$ cat config.mk
export PLATFORM = sky130hd
export DESIGN_NAME = id_ex_reg_flat
export DESIGN_NICKNAME = d
export VERILOG_FILES = /design/src/rtl/id_ex_reg_if.sv /design/src/rtl/id_ex_reg.sv /design/src/flat_wrapper.sv
export SDC_FILE = /design/constraint.sdc
export NUM_CORES = 1
export LEC_CHECK = 0
export CAP_MARGIN = 10
export CORE_MARGIN = 3
export CORE_UTILIZATION = 42
export CTS_CLUSTER_DIAMETER = 80
export DETAILED_ROUTE_END_ITERATION = 10
export PLACE_DENSITY_LB_ADDON = 0.2
export REMOVE_ABC_BUFFERS = 1
export SYNTH_ARGS = -nofsm -noshare
export SYNTH_HDL_FRONTEND = slang
export SYNTH_SLANG_ARGS = --single-unit
$ cat constraint.sdc
create_clock -name clk -period 3.6 [get_ports clk]
set_input_delay 0.72 -clock clk [delete_from_list [all_inputs] [get_ports clk]]
set_output_delay 0.72 -clock clk [all_outputs]
set_load 0.03 [all_outputs]
$ cat src/rtl/id_ex_reg_if.sv
// rtl/id_ex_reg_if.sv - ID/EX pipeline register bus: decoded ID fields in, registered EX fields out
interface id_ex_reg_if #(
    parameter int CNT_W = 16
);
    logic             stall;
    logic             flush;
    logic             id_valid;
    logic [31:0]      id_pc_plus4;
    logic [31:0]      id_rs_data;
    logic [31:0]      id_rt_data;
    logic [31:0]      id_imm_ext;
    logic [4:0]       id_rs;
    logic [4:0]       id_rt;
    logic [4:0]       id_rd;
    logic [4:0]       id_shamt;
    logic             id_reg_write;
    logic             id_mem_to_reg;
    logic             id_mem_read;
    logic             id_mem_write;
    logic             id_branch;
    logic             id_alu_src;
    logic             id_reg_dst;
    logic [1:0]       id_alu_op;

    logic             ex_valid;
    logic [31:0]      ex_pc_plus4;
    logic [31:0]      ex_rs_data;
    logic [31:0]      ex_rt_data;
    logic [31:0]      ex_imm_ext;
    logic [4:0]       ex_rs;
    logic [4:0]       ex_rt;
    logic [4:0]       ex_rd;
    logic [4:0]       ex_shamt;
    logic             ex_reg_write;
    logic             ex_mem_to_reg;
    logic             ex_mem_read;
    logic             ex_mem_write;
    logic             ex_branch;
    logic             ex_alu_src;
    logic             ex_reg_dst;
    logic [1:0]       ex_alu_op;
    logic [CNT_W-1:0] bubble_count;

    modport master (
        output stall, flush, id_valid,
        output id_pc_plus4, id_rs_data, id_rt_data, id_imm_ext,
        output id_rs, id_rt, id_rd, id_shamt,
        output id_reg_write, id_mem_to_reg, id_mem_read, id_mem_write,
        output id_branch, id_alu_src, id_reg_dst, id_alu_op,
        input  ex_valid,
        input  ex_pc_plus4, ex_rs_data, ex_rt_data, ex_imm_ext,
        input  ex_rs, ex_rt, ex_rd, ex_shamt,
        input  ex_reg_write, ex_mem_to_reg, ex_mem_read, ex_mem_write,
        input  ex_branch, ex_alu_src, ex_reg_dst, ex_alu_op,
        input  bubble_count
    );

    modport slave (
        input  stall, flush, id_valid,
        input  id_pc_plus4, id_rs_data, id_rt_data, id_imm_ext,
        input  id_rs, id_rt, id_rd, id_shamt,
        input  id_reg_write, id_mem_to_reg, id_mem_read, id_mem_write,
        input  id_branch, id_alu_src, id_reg_dst, id_alu_op,
        output ex_valid,
        output ex_pc_plus4, ex_rs_data, ex_rt_data, ex_imm_ext,
        output ex_rs, ex_rt, ex_rd, ex_shamt,
        output ex_reg_write, ex_mem_to_reg, ex_mem_read, ex_mem_write,
        output ex_branch, ex_alu_src, ex_reg_dst, ex_alu_op,
        output bubble_count
    );
endinterface

$ cat src/rtl/id_ex_reg.sv
// rtl/id_ex_reg.sv - ID/EX pipeline register with stall, flush, bubble insertion and bubble counter
module id_ex_reg #(
    parameter int CNT_W = 16
) (
    input  logic         clk,
    input  logic         rst,
    id_ex_reg_if.slave   bus
);
    typedef struct packed {
        logic [31:0] pc_plus4;
        logic [31:0] rs_data;
        logic [31:0] rt_data;
        logic [31:0] imm_ext;
        logic [4:0]  rs;
        logic [4:0]  rt;
        logic [4:0]  rd;
        logic [4:0]  shamt;
    } data_t;

    typedef struct packed {
        logic       reg_write;
        logic       mem_to_reg;
        logic       mem_read;
        logic       mem_write;
        logic       branch;
        logic       alu_src;
        logic       reg_dst;
        logic [1:0] alu_op;
    } ctrl_t;

    data_t            data_d, data_q;
    ctrl_t            ctrl_d, ctrl_q;
    logic             valid_d, valid_q;
    logic [CNT_W-1:0] count_d, count_q;
    data_t            id_data;
    ctrl_t            id_ctrl;
    logic             bubble;

    always_comb begin
        id_data = '{pc_plus4: bus.id_pc_plus4, rs_data: bus.id_rs_data,
                    rt_data: bus.id_rt_data, imm_ext: bus.id_imm_ext,
                    rs: bus.id_rs, rt: bus.id_rt, rd: bus.id_rd, shamt: bus.id_shamt};
        id_ctrl = '{reg_write: bus.id_reg_write, mem_to_reg: bus.id_mem_to_reg,
                    mem_read: bus.id_mem_read, mem_write: bus.id_mem_write,
                    branch: bus.id_branch, alu_src: bus.id_alu_src,
                    reg_dst: bus.id_reg_dst, alu_op: bus.id_alu_op};
    end

    // A bubble is either a flush or an unstalled load of an empty ID slot.
    assign bubble = bus.flush | (~bus.stall & ~bus.id_valid);

    always_comb begin
        data_d  = data_q;
        ctrl_d  = ctrl_q;
        valid_d = valid_q;
        if (bus.flush) begin
            data_d  = '0;
            ctrl_d  = '0;
            valid_d = 1'b0;
        end else if (!bus.stall) begin
            data_d  = id_data;
            ctrl_d  = bus.id_valid ? id_ctrl : '0;
            valid_d = bus.id_valid;
        end
    end

    always_comb begin
        count_d = count_q;
        if (bubble && (count_q != {CNT_W{1'b1}})) begin
            count_d = count_q + CNT_W'(1);
        end
    end

    always_ff @(posedge clk) begin
        if (rst) begin
            data_q  <= '0;
            ctrl_q  <= '0;
            valid_q <= 1'b0;
            count_q <= '0;
        end else begin
            data_q  <= data_d;
            ctrl_q  <= ctrl_d;
            valid_q <= valid_d;
            count_q <= count_d;
        end
    end

    assign bus.ex_valid      = valid_q;
    assign bus.ex_pc_plus4   = data_q.pc_plus4;
    assign bus.ex_rs_data    = data_q.rs_data;
    assign bus.ex_rt_data    = data_q.rt_data;
    assign bus.ex_imm_ext    = data_q.imm_ext;
    assign bus.ex_rs         = data_q.rs;
    assign bus.ex_rt         = data_q.rt;
    assign bus.ex_rd         = data_q.rd;
    assign bus.ex_shamt      = data_q.shamt;
    assign bus.ex_reg_write  = ctrl_q.reg_write;
    assign bus.ex_mem_to_reg = ctrl_q.mem_to_reg;
    assign bus.ex_mem_read   = ctrl_q.mem_read;
    assign bus.ex_mem_write  = ctrl_q.mem_write;
    assign bus.ex_branch     = ctrl_q.branch;
    assign bus.ex_alu_src    = ctrl_q.alu_src;
    assign bus.ex_reg_dst    = ctrl_q.reg_dst;
    assign bus.ex_alu_op     = ctrl_q.alu_op;
    assign bus.bubble_count  = count_q;
endmodule

$ cat src/flat_wrapper.sv
// flat-port wrapper written by rule: the top's interface ports become plain ports
module id_ex_reg_flat 
#(
    parameter int CNT_W = 16
)
  (clk, rst, bus_stall, bus_flush, bus_id_valid, bus_id_pc_plus4, bus_id_rs_data, bus_id_rt_data, bus_id_imm_ext, bus_id_rs, bus_id_rt, bus_id_rd, bus_id_shamt, bus_id_reg_write, bus_id_mem_to_reg, bus_id_mem_read, bus_id_mem_write, bus_id_branch, bus_id_alu_src, bus_id_reg_dst, bus_id_alu_op, bus_ex_valid, bus_ex_pc_plus4, bus_ex_rs_data, bus_ex_rt_data, bus_ex_imm_ext, bus_ex_rs, bus_ex_rt, bus_ex_rd, bus_ex_shamt, bus_ex_reg_write, bus_ex_mem_to_reg, bus_ex_mem_read, bus_ex_mem_write, bus_ex_branch, bus_ex_alu_src, bus_ex_reg_dst, bus_ex_alu_op, bus_bubble_count);
  id_ex_reg_if #(.CNT_W(CNT_W)) bus_i ();
  input  logic clk;
  input  logic rst;
  input wire logic [$bits(bus_i.stall)-1:0] bus_stall;
  input wire logic [$bits(bus_i.flush)-1:0] bus_flush;
  input wire logic [$bits(bus_i.id_valid)-1:0] bus_id_valid;
  input wire logic [$bits(bus_i.id_pc_plus4)-1:0] bus_id_pc_plus4;
  input wire logic [$bits(bus_i.id_rs_data)-1:0] bus_id_rs_data;
  input wire logic [$bits(bus_i.id_rt_data)-1:0] bus_id_rt_data;
  input wire logic [$bits(bus_i.id_imm_ext)-1:0] bus_id_imm_ext;
  input wire logic [$bits(bus_i.id_rs)-1:0] bus_id_rs;
  input wire logic [$bits(bus_i.id_rt)-1:0] bus_id_rt;
  input wire logic [$bits(bus_i.id_rd)-1:0] bus_id_rd;
  input wire logic [$bits(bus_i.id_shamt)-1:0] bus_id_shamt;
  input wire logic [$bits(bus_i.id_reg_write)-1:0] bus_id_reg_write;
  input wire logic [$bits(bus_i.id_mem_to_reg)-1:0] bus_id_mem_to_reg;
  input wire logic [$bits(bus_i.id_mem_read)-1:0] bus_id_mem_read;
  input wire logic [$bits(bus_i.id_mem_write)-1:0] bus_id_mem_write;
  input wire logic [$bits(bus_i.id_branch)-1:0] bus_id_branch;
  input wire logic [$bits(bus_i.id_alu_src)-1:0] bus_id_alu_src;
  input wire logic [$bits(bus_i.id_reg_dst)-1:0] bus_id_reg_dst;
  input wire logic [$bits(bus_i.id_alu_op)-1:0] bus_id_alu_op;
  output wire logic [$bits(bus_i.ex_valid)-1:0] bus_ex_valid;
  output wire logic [$bits(bus_i.ex_pc_plus4)-1:0] bus_ex_pc_plus4;
  output wire logic [$bits(bus_i.ex_rs_data)-1:0] bus_ex_rs_data;
  output wire logic [$bits(bus_i.ex_rt_data)-1:0] bus_ex_rt_data;
  output wire logic [$bits(bus_i.ex_imm_ext)-1:0] bus_ex_imm_ext;
  output wire logic [$bits(bus_i.ex_rs)-1:0] bus_ex_rs;
  output wire logic [$bits(bus_i.ex_rt)-1:0] bus_ex_rt;
  output wire logic [$bits(bus_i.ex_rd)-1:0] bus_ex_rd;
  output wire logic [$bits(bus_i.ex_shamt)-1:0] bus_ex_shamt;
  output wire logic [$bits(bus_i.ex_reg_write)-1:0] bus_ex_reg_write;
  output wire logic [$bits(bus_i.ex_mem_to_reg)-1:0] bus_ex_mem_to_reg;
  output wire logic [$bits(bus_i.ex_mem_read)-1:0] bus_ex_mem_read;
  output wire logic [$bits(bus_i.ex_mem_write)-1:0] bus_ex_mem_write;
  output wire logic [$bits(bus_i.ex_branch)-1:0] bus_ex_branch;
  output wire logic [$bits(bus_i.ex_alu_src)-1:0] bus_ex_alu_src;
  output wire logic [$bits(bus_i.ex_reg_dst)-1:0] bus_ex_reg_dst;
  output wire logic [$bits(bus_i.ex_alu_op)-1:0] bus_ex_alu_op;
  output wire logic [$bits(bus_i.bubble_count)-1:0] bus_bubble_count;
  assign bus_i.stall = bus_stall;
  assign bus_i.flush = bus_flush;
  assign bus_i.id_valid = bus_id_valid;
  assign bus_i.id_pc_plus4 = bus_id_pc_plus4;
  assign bus_i.id_rs_data = bus_id_rs_data;
  assign bus_i.id_rt_data = bus_id_rt_data;
  assign bus_i.id_imm_ext = bus_id_imm_ext;
  assign bus_i.id_rs = bus_id_rs;
  assign bus_i.id_rt = bus_id_rt;
  assign bus_i.id_rd = bus_id_rd;
  assign bus_i.id_shamt = bus_id_shamt;
  assign bus_i.id_reg_write = bus_id_reg_write;
  assign bus_i.id_mem_to_reg = bus_id_mem_to_reg;
  assign bus_i.id_mem_read = bus_id_mem_read;
  assign bus_i.id_mem_write = bus_id_mem_write;
  assign bus_i.id_branch = bus_id_branch;
  assign bus_i.id_alu_src = bus_id_alu_src;
  assign bus_i.id_reg_dst = bus_id_reg_dst;
  assign bus_i.id_alu_op = bus_id_alu_op;
  assign bus_ex_valid = bus_i.ex_valid;
  assign bus_ex_pc_plus4 = bus_i.ex_pc_plus4;
  assign bus_ex_rs_data = bus_i.ex_rs_data;
  assign bus_ex_rt_data = bus_i.ex_rt_data;
  assign bus_ex_imm_ext = bus_i.ex_imm_ext;
  assign bus_ex_rs = bus_i.ex_rs;
  assign bus_ex_rt = bus_i.ex_rt;
  assign bus_ex_rd = bus_i.ex_rd;
  assign bus_ex_shamt = bus_i.ex_shamt;
  assign bus_ex_reg_write = bus_i.ex_reg_write;
  assign bus_ex_mem_to_reg = bus_i.ex_mem_to_reg;
  assign bus_ex_mem_read = bus_i.ex_mem_read;
  assign bus_ex_mem_write = bus_i.ex_mem_write;
  assign bus_ex_branch = bus_i.ex_branch;
  assign bus_ex_alu_src = bus_i.ex_alu_src;
  assign bus_ex_reg_dst = bus_i.ex_reg_dst;
  assign bus_ex_alu_op = bus_i.ex_alu_op;
  assign bus_bubble_count = bus_i.bubble_count;
  id_ex_reg #(.CNT_W(CNT_W)) u_core (.clk(clk), .rst(rst), .bus(bus_i));
endmodule
==> results of run 1 <==
[area by class of cell]
cell class	instances	area (sq um)
well taps	184	230
flip-flops and latches	174	3480
clock inverters	10	140
multi-input cells	395	2700
clock buffers	21	450
repair buffers	338	3400
inverters	3	11.3
diodes	2	5.00
fillers	1106	4280
[synth_stat cells]
library cell,number
dfxtp_1,174
nor2_1,163
mux2i_1,149
buf_2,21
a21oi_1,12
clkbuf_1,11
a22oi_1,9
buf_1,7
nand2_1,7
o31ai_1,7
or4_1,6
nand3_1,4
inv_1,3
nand4_1,3
nor2b_1,3
nor3_1,3
o21ai_0,3
or3_1,3
and4_1,2
mux2_1,2
nand4_2,2
nor4_1,2
nor4_4,2
a211oi_1,1
a41o_1,1
and3_1,1
ha_1,1
nand2b_1,1
nand3_2,1
o21ba_1,1
o21bai_2,1
o311ai_1,1
o41ai_1,1
or2_0,1
or2_2,1
or3_4,1
[worst register-to-register path, delay by kind of cell (launching register included)]
family / cells / cell delay [ps]
AND/OR/NAND/NOR: 3 / 950
flip-flops: 1 / 470
multiplexers: 1 / 340
[placed cells by master, fill, tap and decap left out, drive strengths merged, types with 2 or more instances in the layout]
cell	instances
a21oi	12
a22oi	9
and4	2
buf	3
bufinv	3
clkbuf	22
clkdlybuf4s50	334
clkinv	4
clkinvlp	3
dfxtp	174
diode	2
inv	3
mux2	2
mux2i	149
nand2	7
nand3	5
nand4	5
nor2	163
nor2b	3
nor3	3
nor4	4
o21ai	3
o31ai	7
or2	2
or3	4
or4	6
[kinds of logic (layout without fill, tap and decap cells)]
group                    Yosys count  after routing  share of synthesized area
buffers and inverters             42            372                     0.0289
adder cells (fa/ha/maj)            1              1                    0.00197
flip-flops                       174            174                      0.547
multiplexers                     151            151                      0.238
AND/OR/NAND/NOR                  206            206                      0.144
other                              0              2                          0
AO/OA/AOI/OAI                     37             37                     0.0395
[power groups by stage]
stage                     logic [mW]  registers (mW)  clock network (mW)
after global routing           0.685            2.02                1.95
after CTS                      0.650            2.02                1.86
after global placement         0.635            2.06                   0
after detailed placement       0.646            2.06                   0
final                          0.646            2.02                1.83
after floorplan                0.149            2.18                   0
[worst max path at each step]
| stage | end | slack [ps] | cells after the start |
|---|---|---|---|
| 2_1_floorplan | u_core.bus.ex_alu_op[0] | 1170 | 2 |
| 3_3_place_gp | u_core.bus.ex_rt[2] | 970 | 4 |
| 3_5_place_dp | u_core.bus.ex_shamt[3] | 860 | 4 |
| 4_1_cts | bus_bubble_count[4] | 1220 | 1 |
| 5_1_grt | u_core.bus.ex_pc_plus4[29] | 1160 | 4 |
| 6_report | u_core.bus.ex_shamt[3] | 1220 | 4 |
[per-layer routing]
layer | wire length, um | GRT usage | part of all wire
met3 | 1240 | 0.0561 | 0.063
met5 | 0 | 0 | 0
met2 | 10100 | 0.397 | 0.51
met4 | 563 | 0.101 | 0.029
met1 | 7800 | 0.264 | 0.40
==> flow_summary.yaml, run 1 <==
global_route:
  first_global_vias: 5481
  grt_use_total: 0.227
  grt_overflow: 0
  grt_max_degree: 159
  grt_antenna_before_repair: 1
  grt_pass1_wl_um: 29700
synth:
  syn_area_per_cell_sq_um: 10.4
  yosysWarnings: 0
  ys_ff_latch: 174
  synth_area_leader_cell: "dfxtp_1"
  synthCells: 611
  ys_seq_area_frac: 0.547
  synth_cell_type_count: 36
  syn_area_sq_mm: 0.00636
  synth.area.top_cells: "dfxtp_1, mux2i_1, nor2_1, buf_2, a22oi_1"
  synth_top_area_share: 0.547
setup_path:
  cp_slowest_cell: "clkdlybuf4s50_1"
  crit_fanout: 158
  crit_chain: "clkdlybuf4s50_1 -> or2_4 -> buf_12 -> nor2_1"
  cp-startpoint: "rst"
  crit_family: "buffers and inverters"
  worst_ep_arrival_time_ps: 2640
  critPathRequiredTime_ps: 3860
  rrSetupSlack_ps: 1740
  worst_setup_path_end_kind: "flip-flop"
  critPathKind: "primary input to flip-flop"
  regToRegStartpoint: "u_core.bus.bubble_count[5]"
  path_buf_inv: 2
  rr_worst_depth: 4
  worstSetupStartpointType: "primary input"
  rr_endpoint: "u_core.bus.bubble_count[14]"
  slowest_delay_ps: 930
clock_tree:
  cts.clk_slew.worst_paths_ps: 60
  clock-sinks: 174
  cts-root-buf: "clkbuf_16"
  cts_tree: "built"
  post_cts.repair.setup_buffers: 0
  clock_path_buffers: 2
  h-tree-depth: 4
  clock_latency_ps: 410
  hold_buffers: 0
  cts_buffers: 17
  cts-resized-gates: 0
min_path:
  worstHoldStart: "u_core.bus.ex_rs_data[29]"
  hold_path_class: "flip-flop to flip-flop"
  holdPathStages: 2
  whs_endpoint: "u_core.bus.ex_rs_data[29]"
die:
  core_area_sq_mm: 0.0147
  die_h_um: 129
  die-area_sq_mm: 0.0167
  row_count: 44
  io_pins: 336
  die_w_um: 129
  start_util: 0.433
route:
  avgRoutedWirePerCell_um: 17.5
  antenna_left: 0
  num_vias: 5533
  viasPerCell: 4.91
  drc: 0
  dr.pass1.iters: 4
  wirelength_um: 19700
  drtIter0Drc: 216
timing:
  timing_hold_violations_final: 0
  tightest_slew_ps: 854
  slew_violations: 0
  timing.slew.headroom: 0.430
  holdWs_ps: 490
  rsz0062_at_grt: "no"
  setup_ws_ps: 1220
  fin_crit_ps: 2380
  setup_viol: 0
  period_share: 0.660
  fin_skew_ps: 4.71
  setup_tns_ps: 0
  fmax_ghz: 0.421
layout:
  nets: 1092
  design_area_sq_mm: 0.0104
  final_layout_size_suffix_gt1_frac: 0.0425
  area_growth_pct: 63.8
  instances_no_fill: 1127
  finish.utilization: 0.709
status:
  status: "finished, final reports clean"
power_and_ir_drop:
  p_sw_frac: 0.235
  power.density_mw_per_mm2: 431
  p_total_mw: 4.49
  power.share.clock: 0.407
  p_switching_mw: 1.05
  power.internal_mw: 3.44
  p_comb_frac: 0.144
  p_leak_nw: 4.21
  seqPwrFrac: 0.449
  ir_worst_vdd_v: 0.000314
placement:
  dpl.cell_count: 1094
  placed_area_sq_mm: 0.00983
  post-place-ws_ps: 865
  numPortBuffers: 335
  gp_congestion: 0.816
  place_hpwl_um: 14700
run:
  maxCapViolations: 0
No activity file was read; power rests on OpenSTA's default activity.
==> run 2: changes to the inputs <==
--- a/config.mk
+++ b/config.mk
@@ -7,7 +7,7 @@
 export LEC_CHECK = 0
 export CAP_MARGIN = 10
 export CORE_MARGIN = 3
-export CORE_UTILIZATION = 42
+export CORE_UTILIZATION = 36
 export CTS_CLUSTER_DIAMETER = 80
 export DETAILED_ROUTE_END_ITERATION = 10
 export PLACE_DENSITY_LB_ADDON = 0.2
==> constraint.sdc (replaced) <==
create_clock -name clk -period 2.1 [get_ports clk]
set_input_delay 0.42 -clock clk [delete_from_list [all_inputs] [get_ports clk]]
set_output_delay 0.42 -clock clk [all_outputs]
set_load 0.03 [all_outputs]
==> run 2 against run 1 <==
Net effect: final area grew 1.7%; global-route usage shrank 2.4 points; clock power grew 86%; power grew 78%; register-to-register slack lost 1400 ps; final cell count grew 3.7%; core utilization shrank 8.3 points; via count shrank 1.7%; largest power group unchanged; critical endpoint is now bus_bubble_count[7]; first-iteration DRC count grew 4.6%; combinational power grew 73%.
==> flow_summary.yaml, run 2 (same netlist as run 1, synthesis figures left out) <==
setup_path:
  rrSetupSlack_ps: 340
  crit_chain: "clkdlybuf4s50_1"
  regToRegStartpoint: "u_core.bus.bubble_count[0]"
  crit_family: "buffers and inverters"
  crit_cells: 1
  critPathRequiredTime_ps: 1680
  crit_fanout: 6
  worst_setup_path_end_kind: "output port"
  rr_endpoint: "u_core.bus.bubble_count[14]"
  rr_worst_depth: 5
  crit_path_end: "bus_bubble_count[7]"
  critPathKind: "flip-flop to output port"
  cp-startpoint: "u_core.bus.bubble_count[7]"
  worstSetupStartpointType: "flip-flop"
  slowest_delay_ps: 740
  path_buf_inv: 1
  worst_ep_arrival_time_ps: 1600
  cp_slowest_cell: "clkdlybuf4s50_1"
die:
  core_area_sq_mm: 0.0169
  io_pins: 336
  die_w_um: 139
  die_h_um: 139
  row_count: 47
  start_util: 0.376
  die-area_sq_mm: 0.0193
run:
  maxCapViolations: 0
route:
  drc: 0
  antenna_left: 0
  viasPerCell: 4.65
  num_vias: 5441
  avgRoutedWirePerCell_um: 17.4
  dr.pass1.iters: 4
  wirelength_um: 20300
  drtIter0Drc: 226
global_route:
  grt_antenna_before_repair: 1
  grt_overflow: 0
  first_global_vias: 5336
  grt_pass1_wl_um: 31300
  grt_max_degree: 159
  grt_use_total: 0.204
clock_tree:
  cts_buffers: 17
  clock_path_buffers: 2
  h-tree-depth: 4
  hold_buffers: 0
  cts_tree: "built"
  cts-resized-gates: 0
  post_cts.repair.setup_buffers: 0
  cts-root-buf: "clkbuf_16"
  cts.clk_slew.worst_paths_ps: 70
  clock-sinks: 174
  clock_latency_ps: 420
timing:
  setup_viol: 0
  setup_ws_ps: 80.5
  tightest_slew_ps: 1150
  fin_skew_ps: 11.1
  fmax_ghz: 0.495
  period_share: 0.962
  timing_hold_violations_final: 0
  timing.slew.headroom: 0.232
  rsz0062_at_grt: "no"
  fin_crit_ps: 2020
  holdWs_ps: 493
  slew_violations: 0
min_path:
  hold_path_class: "flip-flop to flip-flop"
layout:
  nets: 1100
  fillers: 1458
  final_cell_mix: "clkdlybuf4s50_1, dfxtp_1, nor2_1"
  final_common_cell: "clkdlybuf4s50_1"
  final_layout_size_suffix_gt1_frac: 0.0506
  regArea_sq_mm: 0.00348
  area_growth_pct: 66.6
  multi_input_area_sq_mm: 0.00270
placement:
  place_hpwl_um: 14800
  gp_congestion: 0.841
  numPortBuffers: 335
  post-place-ws_ps: -25.8
power_and_ir_drop:
  p_leak_nw: 4.38
  power.density_mw_per_mm2: 753
  ir_worst_vdd_v: 0.000612
status:
  status: "finished, final reports clean"
-- run 2: per-layer routing --
metal / vias up / share of wire / routed length, um / GRT usage
li1: 2735 / - / - / -
met1: 2498 / 0.40 / 8230 / 0.234
met2: 188 / 0.51 / 10300 / 0.359
met3: 20 / 0.069 / 1410 / 0.0721
met4: 0 / 0.019 / 387 / 0.0546
met5: - / 0 / 0 / 0
-- run 2: worst min path at each step --
stage                               from                           to  cells after the start
6_report             u_core.bus.ex_rt[3]          u_core.bus.ex_rt[3]                      2
5_1_grt         u_core.bus.ex_imm_ext[0]     u_core.bus.ex_imm_ext[0]                      2
4_1_cts        u_core.bus.ex_imm_ext[16]    u_core.bus.ex_imm_ext[16]                      2
3_5_place_dp   u_core.bus.ex_pc_plus4[9]    u_core.bus.ex_pc_plus4[9]                      2
3_3_place_gp   u_core.bus.ex_imm_ext[12]    u_core.bus.ex_imm_ext[12]                      2
2_1_floorplan                        rst  u_core.bus.bubble_count[11]                      1
-- run 2: power breakdown --
part | total [mW] | internal, mW | leakage [nW] | switching [mW]
Clock | 3.41 | 2.13 | 0.294 | 1.28
Sequential | 3.45 | 3.40 | 1.42 | 0.0511
Combinational | 1.12 | 0.602 | 2.67 | 0.516
-- run 2: metrics by stage --
stage               std cells  area (sq um)  power [mW]  TNS [ps]  utilization
floorplan                 572          6190        3.98     -4160            -
global placement         1138          9950        4.64     -3.82        0.587
detailed placement       1138          9950        4.65     -25.8        0.587
CTS                      1168         10600        8.07         0        0.625
global route             1169         10600        8.27         0        0.626
finish                   1169         10600        7.99         0        0.626
-- run 2: cell type report --
type | count | share of cell area
Antenna cell | 1 | 0.000236
Clock buffer | 20 | 0.0421
Clock inverter | 10 | 0.0178
Inverter | 3 | 0.00106
Multi-Input combinational cell | 395 | 0.255
Sequential cell | 174 | 0.329
Tap cell | 220 | 0.0260
Timing Repair Buffer | 346 | 0.329
